<file path="config.mk">
export PLATFORM = sky130hd
export DESIGN_NAME = pipe_hazard_ctrl
export DESIGN_NICKNAME = d
export VERILOG_FILES = /design/src/rtl/hz_pkg.sv /design/src/rtl/ld_use_detect.sv /design/src/rtl/pipe_hazard_ctrl.sv
export SDC_FILE = /design/constraint.sdc
export NUM_CORES = 1
export LEC_CHECK = 0
export CORE_UTILIZATION = 34
export DETAILED_ROUTE_END_ITERATION = 10
export PLACE_DENSITY = 0.79
export SYNTH_ARGS = -nofsm -noshare
export SYNTH_HDL_FRONTEND = slang
export SYNTH_SLANG_ARGS = --single-unit
</file>
<file path="constraint.sdc">
create_clock -name clk -period 2.3 [get_ports clk]
set_input_delay 0.575 -clock clk [delete_from_list [all_inputs] [get_ports clk]]
set_output_delay 0.575 -clock clk [all_outputs]
set_load 0.05 [all_outputs]
</file>
<file path="src/rtl/hz_pkg.sv">
// Shared definitions for the pipeline hazard controller.
//   hz_state_t : controller FSM states
//   OP_*       : RV32 major opcodes that read source registers
//   STALL_MAX  : saturation value for the stall counter
package hz_pkg;

    typedef enum logic [1:0] {
        RUN     = 2'd0,
        MD_BUSY = 2'd1,
        MD_DONE = 2'd2
    } hz_state_t;

    // Opcodes that read both rs1 and rs2
    localparam logic [6:0] OP_R    = 7'b0110011;
    localparam logic [6:0] OP_S    = 7'b0100011;
    localparam logic [6:0] OP_B    = 7'b1100011;
    // Opcodes that read rs1 only
    localparam logic [6:0] OP_I    = 7'b0010011;
    localparam logic [6:0] OP_LD   = 7'b0000011;
    localparam logic [6:0] OP_JALR = 7'b1100111;

    localparam logic [15:0] STALL_MAX = 16'hFFFF;

endpackage

</file>
<file path="src/rtl/ld_use_detect.sv">
// Combinational load-use hazard detector.
// Ports:
//   id_instr    (in, 32) instruction in ID
//   ex_mem_read (in, 1)  EX instruction is a load
//   ex_rd       (in, 5)  destination register of the EX instruction
//   hazard      (out, 1) the ID instruction reads the register the load writes
module ld_use_detect
    import hz_pkg::*;
(
    input  logic [31:0] id_instr,
    input  logic        ex_mem_read,
    input  logic [4:0]  ex_rd,
    output logic        hazard
);

    logic [6:0] opcode;
    logic [4:0] rs1;
    logic [4:0] rs2;
    logic       use_rs1;
    logic       use_rs2;
    logic       unused_bits;

    assign opcode = id_instr[6:0];
    assign rs1    = id_instr[19:15];
    assign rs2    = id_instr[24:20];

    // rd/funct fields play no role in source matching
    assign unused_bits = ^{id_instr[31:25], id_instr[14:7]};

    // Field positions are only meaningful for formats that really carry
    // rs1/rs2; U/J-type bits in those positions must not match.
    always_comb begin
        use_rs1 = 1'b0;
        use_rs2 = 1'b0;
        case (opcode)
            OP_R, OP_S, OP_B: begin
                use_rs1 = 1'b1;
                use_rs2 = 1'b1;
            end
            OP_I, OP_LD, OP_JALR: begin
                use_rs1 = 1'b1;
            end
            default: ;
        endcase
    end

    // x0 is never a real dependency
    assign hazard = ex_mem_read && (ex_rd != 5'd0) &&
                    ((use_rs1 && (rs1 == ex_rd)) || (use_rs2 && (rs2 == ex_rd)));

endmodule

</file>
<file path="src/rtl/pipe_hazard_ctrl.sv">
// Pipeline hazard controller: load-use stalls, multi-cycle MUL/DIV freeze,
// and branch flushes for a 5-stage pipeline.
// Ports:
//   clk, rst                    clock, asynchronous active-high reset
//   id_instr (32)               instruction in ID
//   ex_mem_read, ex_rd (5)      load in EX and its destination
//   ex_is_md, md_done           MUL/DIV in EX, MUL/DIV result-ready pulse
//   br_taken_ex                 branch/jump resolved taken in EX
//   pc_we, if_id_we, id_ex_we   pipeline register write enables
//   id_ex_bubble, ex_mem_bubble zero control entering ID/EX, EX/MEM
//   if_id_flush, id_ex_flush    clear IF/ID, ID/EX
//   md_start                    one-cycle MUL/DIV start pulse
//   stall_cycles (16)           saturating count of cycles with pc_we=0
module pipe_hazard_ctrl
    import hz_pkg::*;
(
    input  logic        clk,
    input  logic        rst,
    input  logic [31:0] id_instr,
    input  logic        ex_mem_read,
    input  logic [4:0]  ex_rd,
    input  logic        ex_is_md,
    input  logic        md_done,
    input  logic        br_taken_ex,
    output logic        pc_we,
    output logic        if_id_we,
    output logic        id_ex_we,
    output logic        id_ex_bubble,
    output logic        ex_mem_bubble,
    output logic        if_id_flush,
    output logic        id_ex_flush,
    output logic        md_start,
    output logic [15:0] stall_cycles
);

    hz_state_t   state_reg;
    hz_state_t   state_next;
    logic [15:0] stall_cnt_reg;
    logic        ld_hazard;

    ld_use_detect u_ld_use_detect (
        .id_instr    (id_instr),
        .ex_mem_read (ex_mem_read),
        .ex_rd       (ex_rd),
        .hazard      (ld_hazard)
    );

    always_ff @(posedge clk or posedge rst) begin
        if (rst) begin
            state_reg <= RUN;
        end else begin
            state_reg <= state_next;
        end
    end

    always_comb begin
        state_next    = state_reg;
        pc_we         = 1'b1;
        if_id_we      = 1'b1;
        id_ex_we      = 1'b1;
        id_ex_bubble  = 1'b0;
        ex_mem_bubble = 1'b0;
        if_id_flush   = 1'b0;
        id_ex_flush   = 1'b0;
        md_start      = 1'b0;

        case (state_reg)
            RUN, MD_DONE: begin
                // A taken branch discards ID and IF, so any stall on the
                // younger instructions would be pointless.
                if (br_taken_ex) begin
                    if_id_flush = 1'b1;
                    id_ex_flush = 1'b1;
                end else if ((state_reg == RUN) && ex_is_md) begin
                    // The MUL/DIV still sitting in EX during MD_DONE has
                    // already run; only RUN may launch a new operation.
                    md_start      = 1'b1;
                    pc_we         = 1'b0;
                    if_id_we      = 1'b0;
                    id_ex_we      = 1'b0;
                    ex_mem_bubble = 1'b1;
                    state_next    = MD_BUSY;
                end else if (ld_hazard) begin
                    pc_we        = 1'b0;
                    if_id_we     = 1'b0;
                    id_ex_bubble = 1'b1;
                end
                if (state_reg == MD_DONE) begin
                    state_next = RUN;
                end
            end
            MD_BUSY: begin
                pc_we         = 1'b0;
                if_id_we      = 1'b0;
                id_ex_we      = 1'b0;
                ex_mem_bubble = 1'b1;
                if (md_done) begin
                    state_next = MD_DONE;
                end
            end
            default: begin
                state_next = RUN;
            end
        endcase
    end

    always_ff @(posedge clk or posedge rst) begin
        if (rst) begin
            stall_cnt_reg <= 16'd0;
        end else if (!pc_we && (stall_cnt_reg != STALL_MAX)) begin
            stall_cnt_reg <= stall_cnt_reg + 16'd1;
        end
    end

    assign stall_cycles = stall_cnt_reg;

endmodule
</file>
==> run_results.csv <==
group,metric,value,unit
run_status,status,"finished, violations left",
run_status,violations,"negative setup slack",
sta,setup_violations,3,
sta,worst_slack,-164,ps
synth,synth_common_cells,"24 x xor2_1, 18 x dfrtp_1, 8 x and3_1, 6 x inv_1",
detailed_routing,ant_nets,0,
clocking,clk_latency,300,ps
critical_path,critPathArrivalTime,1890,ps
synth,synth.most_common_cell,"xor2_1",
clocking,cts_tree,"built",
placed_design,gp_congestion,0.701,
detailed_routing,drt-met1-wl,1.22,mm
cells_and_area,largest_reg_flops,16,
detailed_routing,routed_wl,3.25,mm
sta,period_needed,2460,ps
sta,post-route-period-util,1.07,
critical_path,crit_family,"simple AND/OR/NAND/NOR gates",
sta,finalHoldViolCount,0,
critical_path,r2r_slack,260,ps
run,maxCapViolCount,0,
detailed_routing,first_pass_iters,4,
placed_design,dp.cells,213,
critical_path,required,1730,ps
cells_and_area,fin_nets,223,
synth,synth-seq-area-share,0.396,
hold_path,hold_start,"stall_cycles[0]",
synth,ys_ff_latch,18,
cells_and_area,syn2layout_area_growth,71.1,%
sta,drv_slew,0,
synth,synthesis.area,1140,sq um
pwr,p_per_area,713,nW/um^2
cells_and_area,drive_above_1_share,0.410,
placed_design,io_buffers,51,
critical_path,crit_type,"in -> out",
critical_path,endpoint_kind,"primary output",
sta,max_slew.worst_pin.slew,676,ps
floorplan,ios,67,
grt,grtUsageTotal,0.195,
critical_path,crit_top_cell,"buf_12",
floorplan,coreArea,3100,sq um
clocking,clockRootBuffer,"clkbuf_4",
synth,ys.flop_type,"dfrtp_1",
cells_and_area,final-seq-area,453,sq um
floorplan,start_util,0.366,
grt,grt_pass1_vias,1157,
detailed_routing,drtIter0Drc,16,
critical_path,worstSetupStartpoint,"ex_rd[1]",
cells_and_area,n_antenna_cell,0,
floorplan,die_w,59.8,um
grt,antenna_found_initial,0,
critical_path,crit_buf_inv,3,
critical_path,r2r_cells,7,
clocking,cts_buffer_depth,2,
floorplan,fp.dieH,59.8,um
synth,avgSynthCellArea,10.1,sq um
detailed_routing,wl_met2,1.65,mm
clocking,clock-sinks,18,
grt,grt_pass1_wl,5.17,mm
clocking,htree_levels,1,
sta,fmax,0.406,GHz
synth,yosys.area.top_type_share,0.396,
synth,synth_top_area_cell,"dfrtp_1",
pwr,total_leakage_power,0.897,nW
critical_path,cp.depth,6,
synth,synth_top_cells_by_area,"dfrtp_1 40%, xor2_1 19%, and3_1 4.4%, nor4_1 2.8%, nor3b_1 2.6%",
synth,synthArstFlopShare,1.00,
synth,synth.distinct_cells,31,
critical_path,crit_fanout,4,
cells_and_area,multi_input_area,731,sq um
sta,skew,11.7,ps
synth,synth_edf_count,0,
detailed_routing,drc,0,
critical_path,cp-start-kind,"primary input",
clocking,clk_pin_slew,90,ps
critical_path,worstPathCellList,"buf_8 > or4_4 > o21ai_4 > o31a_1 > buf_12 > buf_12",
clocking,cts_buffers,3,
pwr,total_power,1.39,mW
cells_and_area,final_core_utilization,0.627,
detailed_routing,met3_wirelength,313,um
synth,ys_warn_count,0,
clocking,cts_hold_buf,0,
critical_path,crit_slowest_cell,"or4_4",
synth,synth_nets,156,
cells_and_area,stdcell_count,222,
sta,rsz0062_at_grt,"yes",
critical_path,cpPeakStageDelay,550,ps
cells_and_area,fillers,292,
detailed_routing,viasPerCell,4.98,
floorplan,fp.dieArea,3580,sq um
hold_path,hp-class,"reg -> reg",
detailed_routing,num_vias,1106,
synth,synthCells,112,
grt,grt_max_degree,19,
sta,tns,-450,ps
detailed_routing,routedWlPerCell,14.6,um
detailed_routing,highest_layer,"met4",
pwr,ir_worst_vdd,0.000738,V
floorplan,rows,20,
sta,slew_headroom,0.549,
hold_path,hold_depth,1,
critical_path,timing.rr.start,"state_reg[0]",
grt,grt_overflow_total,0,
placed_design,dp_hpwl,2.46,mm
-- layer usage --
layer  global-route usage  up-vias
met5                    0        -
met1                0.205      523
li1                     -      523
met3               0.0411        7
met2                0.375       53
met4               0.0698        0
-- cell families (layout without fill, tap and decap cells) --
| logic type | count (synthesis) | count (layout) | synth area share |
|---|---|---|---|
| AOI/OAI and AO/OA | 9 | 9 | 0.0793 |
| xor gates and xnor gates | 24 | 24 | 0.185 |
| adders and majority gates | 1 | 1 | 0.0110 |
| buffers and inverters | 12 | 78 | 0.0529 |
| DFF | 18 | 18 | 0.396 |
| muxes | 2 | 2 | 0.0187 |
| and+or+nand+nor | 46 | 46 | 0.257 |
-- timing repair --
| item | 4_1_cts | 5_1_grt |
|---|---|---|
| endpoints found under the setup margin | 22 | 9 |
| setup buffers | 5 | 0 |
| pin swaps | 16 | 2 |
| gates resized for setup | 96 | 11 |
-- where the power goes --
group          internal, mW  total [mW]  switching [mW]
registers             0.384       0.467          0.0830
clock network        0.0676       0.166          0.0980
logic                 0.315       0.753           0.438
-- cell usage in the layout (no fill, tap or decap), types with 2 or more instances in the layout --
cell type	netlist	final
xor2_1	24	21
inv_1	6	4
clkdlybuf4s15_1	0	3
buf_2	0	13
dlygate4sd2_1	0	2
dfrtp_1	18	16
nor4_1	5	3
dfrtp_2	0	2
clkbuf_2	0	2
a2111oi_4	1	2
buf_6	1	5
buf_4	2	16
nor3b_1	4	4
nor4_2	0	2
xor2_2	0	3
buf_12	0	8
nor3_2	0	2
nand3_1	5	5
clkdlybuf4s50_1	0	17
nor2_1	5	4
and3_1	8	7
nor3_1	5	3
nand2_1	5	5
inv_2	0	2
clkbuf_4	0	3
-- worst paths after layout --
| path | endpoint |
|---|---|
| max in group asynchronous | stall_cycles[1] |
| max reg2reg | stall_cycles[15] |
| min reg2reg | stall_cycles[0] |
| min | stall_cycles[0] |
| min in group asynchronous | state_reg[0] |
| max | pc_we |
-- area by class of cell --
| cell class | count | share of cell area |
|---|---|---|
| sequential | 18 | 0.233 |
| timing repair buffer | 68 | 0.338 |
| multi-input combinational | 82 | 0.376 |
| clock buffer | 4 | 0.0135 |
| inverter | 6 | 0.0116 |
| tap | 44 | 0.0283 |
-- per-stage QoR --
stage / worst slack, ps / hold WS, ps / instance area (sq um)
2_1_floorplan: -395 / 513 / 1190
3_3_place_gp: -647 / 474 / 1880
3_5_place_dp: -709 / 485 / 1880
4_1_cts: -176 / 498 / 1920
5_1_grt: -200 / 520 / 1940
6_report: -164 / 496 / 1940
Power figures use the tool's default switching activity.
